--- src/rtl/dds_pkg.sv ---
// dds_pkg -- shared definitions for the DDS configuration path.
//   DDS_SIG_WIDTH    : default width of theta/delta/amplitude words.
//   THETAS/DELTAS/AMPLS : bank codes, matching the DDS core address decode.
//   ldr_state_e      : states of the configuration loader.
//   state_bank()     : bank code a loading state expects.
//   next_bank_state(): state that follows a completed bank.
package dds_pkg;

    localparam int DDS_SIG_WIDTH = 16;

    localparam logic [1:0] THETAS = 2'd0;
    localparam logic [1:0] DELTAS = 2'd1;
    localparam logic [1:0] AMPLS  = 2'd2;

    typedef enum logic [2:0] {
        ST_IDLE,
        ST_LD_THETA,
        ST_LD_DELTA,
        ST_LD_AMPL,
        ST_RUN
    } ldr_state_e;

    function automatic logic [1:0] state_bank(input ldr_state_e s);
        case (s)
            ST_LD_DELTA: return DELTAS;
            ST_LD_AMPL:  return AMPLS;
            default:     return THETAS;
        endcase
    endfunction

    function automatic ldr_state_e next_bank_state(input ldr_state_e s);
        case (s)
            ST_LD_THETA: return ST_LD_DELTA;
            ST_LD_DELTA: return ST_LD_AMPL;
            default:     return ST_RUN;
        endcase
    endfunction

endpackage

--- src/rtl/dds_cfg_loader.sv ---
// dds_cfg_loader -- sequences theta, delta and amplitude words into the DDS
// shift-register FIFOs in strict bank order, then releases the DDS into run.
//   clk, i_rst          : clock, synchronous active-high reset
//   i_load_req          : pulse, start (or restart) a load sequence
//   i_stop              : pulse, leave RUN for IDLE (ignored elsewhere)
//   i_clr_err           : clear sticky o_err
//   s_valid/s_ready     : config word handshake
//   s_sel, s_data       : bank tag and config word
//   o_dds_we            : DDS FIFO write strobe, one cycle after a good beat
//   o_dds_addrs         : target bank of the write (held while we=0)
//   o_dds_fifo_data     : written word (held while we=0)
//   o_dds_start         : DDS run enable, never coincident with o_dds_we
//   o_busy              : load in progress (including the final write)
//   o_err               : sticky bank-order error
module dds_cfg_loader
    import dds_pkg::*;
#(
    parameter int SIG_WIDTH = DDS_SIG_WIDTH,
    parameter int N_CH      = 8
) (
    input  logic                 clk,
    input  logic                 i_rst,
    input  logic                 i_load_req,
    input  logic                 i_stop,
    input  logic                 i_clr_err,
    input  logic                 s_valid,
    output logic                 s_ready,
    input  logic [1:0]           s_sel,
    input  logic [SIG_WIDTH-1:0] s_data,
    output logic                 o_dds_we,
    output logic [1:0]           o_dds_addrs,
    output logic [SIG_WIDTH-1:0] o_dds_fifo_data,
    output logic                 o_dds_start,
    output logic                 o_busy,
    output logic                 o_err
);

    localparam int              CNT_W    = (N_CH > 1) ? $clog2(N_CH) : 1;
    localparam logic [CNT_W-1:0] CNT_LAST = CNT_W'(N_CH - 1);

    ldr_state_e           state_q, state_d;
    logic [CNT_W-1:0]     cnt_q, cnt_d;
    logic                 we_q, we_d;
    logic [1:0]           addrs_q, addrs_d;
    logic [SIG_WIDTH-1:0] data_q, data_d;
    logic                 start_q, start_d;
    logic                 err_q, err_d;

    logic in_load;
    logic accept;
    logic good_beat;
    logic bad_beat;

    assign in_load   = (state_q == ST_LD_THETA) || (state_q == ST_LD_DELTA) ||
                       (state_q == ST_LD_AMPL);
    assign accept    = s_valid && in_load;
    assign good_beat = accept && (s_sel == state_bank(state_q));
    assign bad_beat  = accept && !good_beat;

    // NOTE: every always_comb output gets a default first, so no path through
    // the case statement can leave a variable unassigned and infer a latch.
    always_comb begin
        state_d = state_q;
        cnt_d   = cnt_q;

        case (state_q)
            ST_IDLE: begin
                if (i_load_req) begin
                    state_d = ST_LD_THETA;
                    cnt_d   = '0;
                end
            end
            ST_LD_THETA, ST_LD_DELTA, ST_LD_AMPL: begin
                if (good_beat) begin
                    if (cnt_q == CNT_LAST) begin
                        cnt_d   = '0;
                        state_d = next_bank_state(state_q);
                    end else begin
                        cnt_d = cnt_q + CNT_W'(1);
                    end
                end
                // A restart overrides bank progress, but the beat's write
                // (computed below) still goes out.
                if (i_load_req) begin
                    state_d = ST_LD_THETA;
                    cnt_d   = '0;
                end
            end
            ST_RUN: begin
                if (i_load_req) begin
                    state_d = ST_LD_THETA;
                    cnt_d   = '0;
                end else if (i_stop) begin
                    state_d = ST_IDLE;
                end
            end
            default: begin
                state_d = ST_IDLE;
                cnt_d   = '0;
            end
        endcase

        we_d    = good_beat;
        addrs_d = good_beat ? s_sel  : addrs_q;
        data_d  = good_beat ? s_data : data_q;

        // Start only when RUN is both current and next: this delays the rising
        // edge past the final AMPLS write and drops it immediately on exit.
        start_d = (state_q == ST_RUN) && (state_d == ST_RUN);

        // Set has priority over clear.
        if (bad_beat)
            err_d = 1'b1;
        else if (i_clr_err)
            err_d = 1'b0;
        else
            err_d = err_q;
    end

    // NOTE: sequential state uses non-blocking assignments so every register
    // samples the pre-edge values regardless of statement order.
    always_ff @(posedge clk) begin
        if (i_rst) begin
            state_q <= ST_IDLE;
            cnt_q   <= '0;
            we_q    <= 1'b0;
            // NOTE: the held address/data registers are reset too, because the
            // outputs they drive must read zero straight out of reset.
            addrs_q <= '0;
            data_q  <= '0;
            start_q <= 1'b0;
            err_q   <= 1'b0;
        end else begin
            state_q <= state_d;
            cnt_q   <= cnt_d;
            we_q    <= we_d;
            addrs_q <= addrs_d;
            data_q  <= data_d;
            start_q <= start_d;
            err_q   <= err_d;
        end
    end

    assign s_ready         = in_load;
    // The final write lands one cycle after leaving LD_AMPL, so busy covers it.
    assign o_busy          = in_load || we_q;
    assign o_dds_we        = we_q;
    assign o_dds_addrs     = addrs_q;
    assign o_dds_fifo_data = data_q;
    assign o_dds_start     = start_q;
    assign o_err           = err_q;

endmodule
--- config.mk ---
export PLATFORM = sky130hd
export DESIGN_NAME = dds_cfg_loader
export DESIGN_NICKNAME = d
export VERILOG_FILES = /design/src/rtl/dds_pkg.sv /design/src/rtl/dds_cfg_loader.sv
export SDC_FILE = /design/constraint.sdc
export NUM_CORES = 1
export LEC_CHECK = 0
export ABC_CLOCK_PERIOD_IN_PS = 3000
export BUFFER_PORTS_ARGS = -buffer_cell sky130_fd_sc_hd__buf_4
export CAP_MARGIN = 5
export CORE_MARGIN = 2
export CORE_UTILIZATION = 50
export CTS_BUF_LIST = sky130_fd_sc_hd__clkbuf_16
export CTS_CLUSTER_DIAMETER = 150
export DETAILED_ROUTE_END_ITERATION = 8
export HOLD_SLACK_MARGIN = 0.08
export PLACE_DENSITY_LB_ADDON = 0.1
export SLEW_MARGIN = 25
export SYNTH_ARGS = -nofsm -noshare
export SYNTH_HDL_FRONTEND = slang
export SYNTH_SLANG_ARGS = --single-unit
export TNS_END_PERCENT = 50
--- constraint.sdc ---
create_clock -name clk -period 3 [get_ports clk]
set_clock_uncertainty 0.1 [all_clocks]
set_input_delay 0 -clock clk [delete_from_list [all_inputs] [get_ports clk]]
set_output_delay 0 -clock clk [all_outputs]
set_load 0.05 [all_outputs]
==> metrics.txt, run 1 <==
worst hold path type in2reg; routed vias 1250; I/O Buffers 46; Cell Pwr Density around 390 nW/um^2; design area 2030 um^2; arrival time at the worst endpoint 2.66 ns; pin count of the biggest net entering global routing 24; Netlist cell types 31; Worst Hold Path EP o_dds_we; Max Slew Vio Count 0; CP Max Fanout 11; Post-synth EDFFs 0; CTS clock-pin slew for the worst setup and hold paths 0.07 ns; slowest cell delay on critical path 0.58 ns; initial antenna violation count 0; Fin Setup TNS 0 ns; post-synthesis adder-cell area fraction 2.15%; #FFs+latches synth 27; Worst Hold Depth 4; Worst R2R Start state_q[0]; Synth Area in Compound Gates 8.18%; outcome complete, no violations; CP Cell Sequence and4bb_2 > o311ai_4 > buf_4 > mux2i_1 > nor2_1 > dlygate4sd3_1; P_sw 0.191 mW; initial drt markers 41; fill count 79; Synth Flop Type dfxtp_1; IO Pins 47; VDD IR max 0.000334 V; final worst path period need 2.62 ns; cell with the most instances after synthesis dfxtp_1; routed len/inst 17.5 um; asr flop ratio synth 0%; Synth area leader dfxtp_1; vias in the first global route 1243; Tot GR Track Use approximately a third; CTS Buf Count 3; ratio of cells with drive above 1 in the final layout 31.7%; Synth area leaders dfxtp_1 47%, mux2i_1 16%, nor2_1 7.4%, o311ai_4 2.3%, and4bb_2 2.2%; internal power around 0.6 mW; R2R setup slack 0.38 ns; Core ar. 2210 um^2; combinational fraction of design power 16.4%; Slowest-stage cell, CP dlygate4sd3_1; synth cell count leaders 27 x dfxtp_1, 23 x nor2_1, 19 x mux2i_1; Cells after Synth 113; Post-DP Area 1510 um^2; synth warn 0; GP Congestion 0.760; ANT cells 0; cell row count 17; RSZ-0062 raised after global routing false; CTS root buf clkbuf_16; CP bufs+invs 2; post-synthesis cell area 1160 um^2; sequential area share after synthesis 46.5%; Area Growth Syn to Fin 75.0%; Max-slew headroom 70.0%; CTS tree yes; crit path launch type flop; multiplexer share of the synthesized area between 15 and 20%; max cap viols 0; Routed WL 4.03 mm; residual DRC count 0; hold wc startpoint s_valid; Simple-Gate Fraction of Synth Area between 20% and 30%; Die Ht 52.2 um; required time of the critical path 3.04 ns; post-synth top area share a little under half; H-tree depth 1; CP endpoint kind flop; crit-path leading delay family buffers and inverters; 1st-pass router iterations 4; switch share 23.8%; Reg2Reg Depth 6; Max Freq between 0.3 and 0.4 GHz; CTS resizes 0; Worst-Margin Slew 0.450 ns; Final Hold Violating Endpoints 0; Final ANT Viol Nets 0; Synth Area in XOR/XNOR between 1.5 and 2%; final period utilization a little under 90%; DPL Wire Length 1.70 mm; syn_nets 139; average cell area after synthesis 10.3 um^2; Die X between 50 and 60 um; clk_lat worst skew 0.26 ns; initial core utilization 52.5%; clk sinks 27; Flop pwr share approximately 46%; Clock Power Share a little under two fifths; CTS max path bufs 2; WHS 0.165 ns; first-pass GRT wire length 6.14 mm; Final setup violation count 0; Leak 1.08 nW; crit path kind reg2reg; largest family of logic cells by synthesized area simple AND/OR/NAND/NOR gates; Die ar. 2730 um^2; fin util 92.0%; gr ovfl total 0; vias per inst 5.43; RR Endpoint o_dds_fifo_data[10]; layout net count 229
registers in the layout, indices dropped and copies added, names as in the netlist:
register and cells:
state_q 3, o_err 1, o_dds_we 1, cnt_q 3
o_dds_start 1, o_dds_fifo_data 16, o_dds_addrs 2
tightest hold or removal path: stages:
cell and delay, ns:
buf_4 0.13, o311ai_4 0.12, buf_12 0.17, nor2_1 0.05
final cells by class:
| cell class | count | area [um^2] | area share [%] |
|---|---|---|---|
| clock inverter | 1 | 5.00 | 0.246 |
| sequential | 27 | 541 | 26.6 |
| inverter | 2 | 7.51 | 0.369 |
| multi-input combinational | 77 | 563 | 27.7 |
| tap | 28 | 35.0 | 1.72 |
| timing repair buffer | 92 | 808 | 39.7 |
| clock buffer | 3 | 75.1 | 3.69 |
cells in the final DEF (no fill, tap or decap), types with 2 or more instances in the layout:
master,instances
buf_4,49
dlygate4sd3_1,42
dfxtp_1,27
nor2_1,23
mux2i_1,19
nand2_1,4
nand3_1,4
or2_2,3
a21oi_1,3
clkbuf_16,3
and4bb_2,2
inv_1,2
o21ai_0,2
ha_1,2
timing repair:
action / 4_1_cts / 5_1_grt
hold endpoints to repair: 27 / 0
setup endpoints to repair: 0 / 1
hold buffers: 42 / 0
setup buffers: 0 / 3
logic make-up after synthesis:
group                    after synthesis
AO/OA/AOI/OAI                         11
buffers and inverters                  9
flip-flops                            27
adder cells (fa/ha/maj)                2
AND/OR/NAND/NOR                       43
multiplexers                          19
XOR/XNOR                               2
metrics by stage:
step,total power [mW],instances,setup slack [ns]
global placement,0.470,181,0.825
floorplan,0.432,113,1.17
detailed placement,0.472,181,0.785
CTS,0.795,227,0.232
global route,0.823,230,0.302
finish,0.802,230,0.383
power by group through the flow:
stage / Clock (mW) / Sequential (mW) / Combinational, mW
3_5_place_dp: 0 / 0.378 / 0.0943
2_1_floorplan: 0 / 0.392 / 0.0397
3_3_place_gp: 0 / 0.377 / 0.0924
4_1_cts: 0.302 / 0.370 / 0.124
6_report: 0.300 / 0.370 / 0.132
5_1_grt: 0.314 / 0.371 / 0.138
worst max-delay path by stage:
stage / cells past startpoint / to / slack [ns] / from
6_report: 6 / o_dds_fifo_data[10] / 0.38 / state_q[0]
3_5_place_dp: 5 / state_q[2] / 0.79 / state_q[0]
2_1_floorplan: 6 / o_dds_fifo_data[10] / 1.17 / state_q[1]
4_1_cts: 6 / o_dds_fifo_data[12] / 0.23 / state_q[0]
5_1_grt: 6 / o_dds_fifo_data[10] / 0.30 / state_q[0]
3_3_place_gp: 5 / state_q[2] / 0.82 / state_q[0]
metal layers:
metal / share of wire [%] / vias to the layer above / GRT usage, %
met5: 0 / - / 0
met4: 2.5 / 0 / 10.7
met3: 6.7 / 10 / 6.57
met2: 50 / 70 / 54.4
met1: 41 / 600 / 39.9
li1: - / 570 / -
(Power assumes the default switching activity.)
==> run 2: changes to the inputs <==
Settings changed: CTS_BUF_LIST sky130_fd_sc_hd__clkbuf_16 to sky130_fd_sc_hd__clkbuf_8 sky130_fd_sc_hd__clkbuf_16, RECOVER_POWER set to 50.
==> run 2 against run 1 <==
  * Worst setup slack worse by 0.044 ns
  * Critical endpoint is now o_dds_fifo_data[5]
  * Clock power is 30% lower
  * Register-to-register slack worse by 0.04 ns
  * Sequential share of layout area is 1.7 points higher
  * Final cell count stayed put
==> metrics.txt, run 2 (synthesis gave the netlist of run 1 again) <==
RR Endpoint o_dds_fifo_data[5] (was o_dds_fifo_data[10]); Leak 0.957 nW (was 1.08 nW); CP bufs+invs 3 (was 2); Worst Hold Depth 2 (was 4); DPL Wire Length 1.70 mm (unchanged); gr ovfl total 0 (unchanged); CP Max Fanout 17 (was 11); outcome complete, no violations (unchanged); Area Growth Syn to Fin 64.5% (was 75.0%); Final setup violation count 0 (unchanged); vias in the first global route 1245 (was 1243); Final Hold Violating Endpoints 0 (unchanged); Pwr Total 0.705 mW (was 0.802 mW); required time of the critical path 3.06 ns (was 3.04 ns); ratio of cells with drive above 1 in the final layout 20.8% (was 31.7%); WL met2 2.04 mm (was 2.01 mm); GP Congestion 0.760 (unchanged); vias per inst 5.31 (was 5.43); Reg2Reg Depth 7 (was 6); Die Ht 52.2 um (unchanged); initial antenna violation count 0 (unchanged); CP Cell Sequence and4bb_2 > o311ai_4 > buf_4 > buf_12 > mux2i_1 > nor2_1 > dlygate4sd3_1 (was and4bb_2 > o311ai_4 > buf_4 > mux2i_1 > nor2_1 > dlygate4sd3_1); routed len/inst 17.2 um (was 17.5 um); M1 wire length 1.61 mm (was 1.64 mm); max FFs per register 16 (unchanged); residual DRC count 0 (unchanged); RSZ-0062 raised after global routing false (unchanged); met3 wire length 163 um (was 271 um); layout net count 229 (unchanged); first-pass GRT wire length 5.88 mm (was 6.14 mm); slowest cell delay on critical path 0.60 ns (was 0.58 ns); crit-path leading delay family buffers and inverters (unchanged); 1st-pass router iterations 4 (unchanged); crit path kind reg2reg (unchanged); max cap viols 0 (unchanged); routed vias 1221 (was 1250); clk_lat worst skew 0.28 ns (was 0.26 ns); Post-DP Area 1510 um^2 (unchanged); arrival time at the worst endpoint 2.72 ns (was 2.66 ns); clk sinks 27 (unchanged); CTS max path bufs 2 (unchanged); Core ar. 2210 um^2 (unchanged); design area 1910 um^2 (was 2030 um^2); Fin Setup TNS 0 ns (unchanged); DR top layer met4 (unchanged); CTS root buf clkbuf_8 (was clkbuf_16); ANT cells 0 (unchanged); Worst R2R Start state_q[0] (unchanged); CTS tree yes (unchanged); commonest cells after routing, fill and taps aside 41 x dlygate4sd3_1, 27 x dfxtp_1, 27 x buf_4 (was 49 x buf_4, 42 x dlygate4sd3_1, 27 x dfxtp_1); Slowest-stage cell, CP dlygate4sd3_1 (unchanged); Final ANT Viol Nets 0 (unchanged); Cell Pwr Density 369 nW/um^2 (was 394 nW/um^2); Worst-Margin Slew 0.638 ns (was 0.450 ns); CTS resizes 0 (unchanged); IO Pins 47 (unchanged); CTS clock-pin slew for the worst setup and hold paths 0.10 ns (was 0.07 ns); I/O Buffers 46 (unchanged); final worst path period need 2.66 ns (was 2.62 ns); Worst Hold Path EP cnt_q[0] (was o_dds_we); final period utilization 88.7% (was 87.2%); initial core utilization 52.5% (unchanged); Die ar. 2730 um^2 (unchanged); Tot GR Track Use 30.0% (was 31.9%); initial drt markers 20 (was 41); CP endpoint kind flop (unchanged); R2R setup slack 0.34 ns (was 0.38 ns); most common cell after layout, fill and taps aside dlygate4sd3_1 (was buf_4); H-tree depth 1 (unchanged); Max Slew Vio Count 0 (unchanged); Max Freq 0.376 GHz (was 0.382 GHz); hold wc startpoint cnt_q[0] (was s_valid); crit path launch type flop (unchanged); fin util 86.4% (was 92.0%); worst hold path type reg2reg (was in2reg); VDD IR max 0.000391 V (was 0.000334 V); Routed WL 3.96 mm (was 4.03 mm); CTS Buf Count 3 (unchanged); cell row count 17 (unchanged); Die X 52.2 um (unchanged); Max-slew headroom 57.7% (was 70.0%); pin count of the biggest net entering global routing 24 (unchanged)
==> run 2: timing repair <==
item	in CTS	in global routing
hold endpoints to repair	27	1
hold buffers	40	1
setup buffers	0	4
endpoints found under the setup margin	0	1
==> run 2: report_power, final <==
group          switching [mW]  internal [mW]
sequential            0.00608          0.364
clock                   0.116         0.0933
combinational          0.0623         0.0628
total                   0.184          0.520
==> run 2: worst max-delay path by stage <==
stage	start	cells after the start	slack [ns]	to
after global placement	state_q[0]	5	0.82	state_q[2]
after floorplan	state_q[1]	6	1.17	o_dds_fifo_data[10]
after CTS	state_q[0]	6	0.20	o_dds_fifo_data[2]
final	state_q[0]	7	0.34	o_dds_fifo_data[5]
after detailed placement	state_q[0]	5	0.79	state_q[2]
after global routing	state_q[0]	7	0.28	o_dds_fifo_data[5]
==> run 2: metrics by stage <==
step / std cells / hold WS (ns) / setup slack [ns]
after floorplan: 113 / -0.0309 / 1.17
after global routing: 230 / 0.437 / 0.284
after global placement: 181 / 0.0874 / 0.825
after CTS: 225 / 0.195 / 0.203
after detailed placement: 181 / 0.0908 / 0.785
final: 230 / 0.418 / 0.339
==> run 2: worst register-to-register path, cell delays in order (launching register included) <==
cell and delay [ns]:
dfxtp_1 0.56, and4bb_2 0.31, o311ai_4 0.28, buf_4 0.21, buf_12 0.17, mux2i_1 0.26
nor2_1 0.06, dlygate4sd3_1 0.60
==> run 2: per-layer routing <==
metal / track usage [%] / up-vias
met4: 15.8 / 0
met2: 52.1 / 48
met3: 5.43 / 14
met5: 0 / -
li1: - / 570
met1: 35.0 / 589
==> run 2: cell type report <==
| type | instances | area [um^2] |
|---|---|---|
| well taps | 28 | 35.0 |
| inverters | 2 | 7.51 |
| fillers | 121 | 300 |
| multi-input cells | 77 | 563 |
| clock inverters | 1 | 5.00 |
| clock buffers | 3 | 41.3 |
| repair buffers | 92 | 719 |
| flip-flops and latches | 27 | 541 |
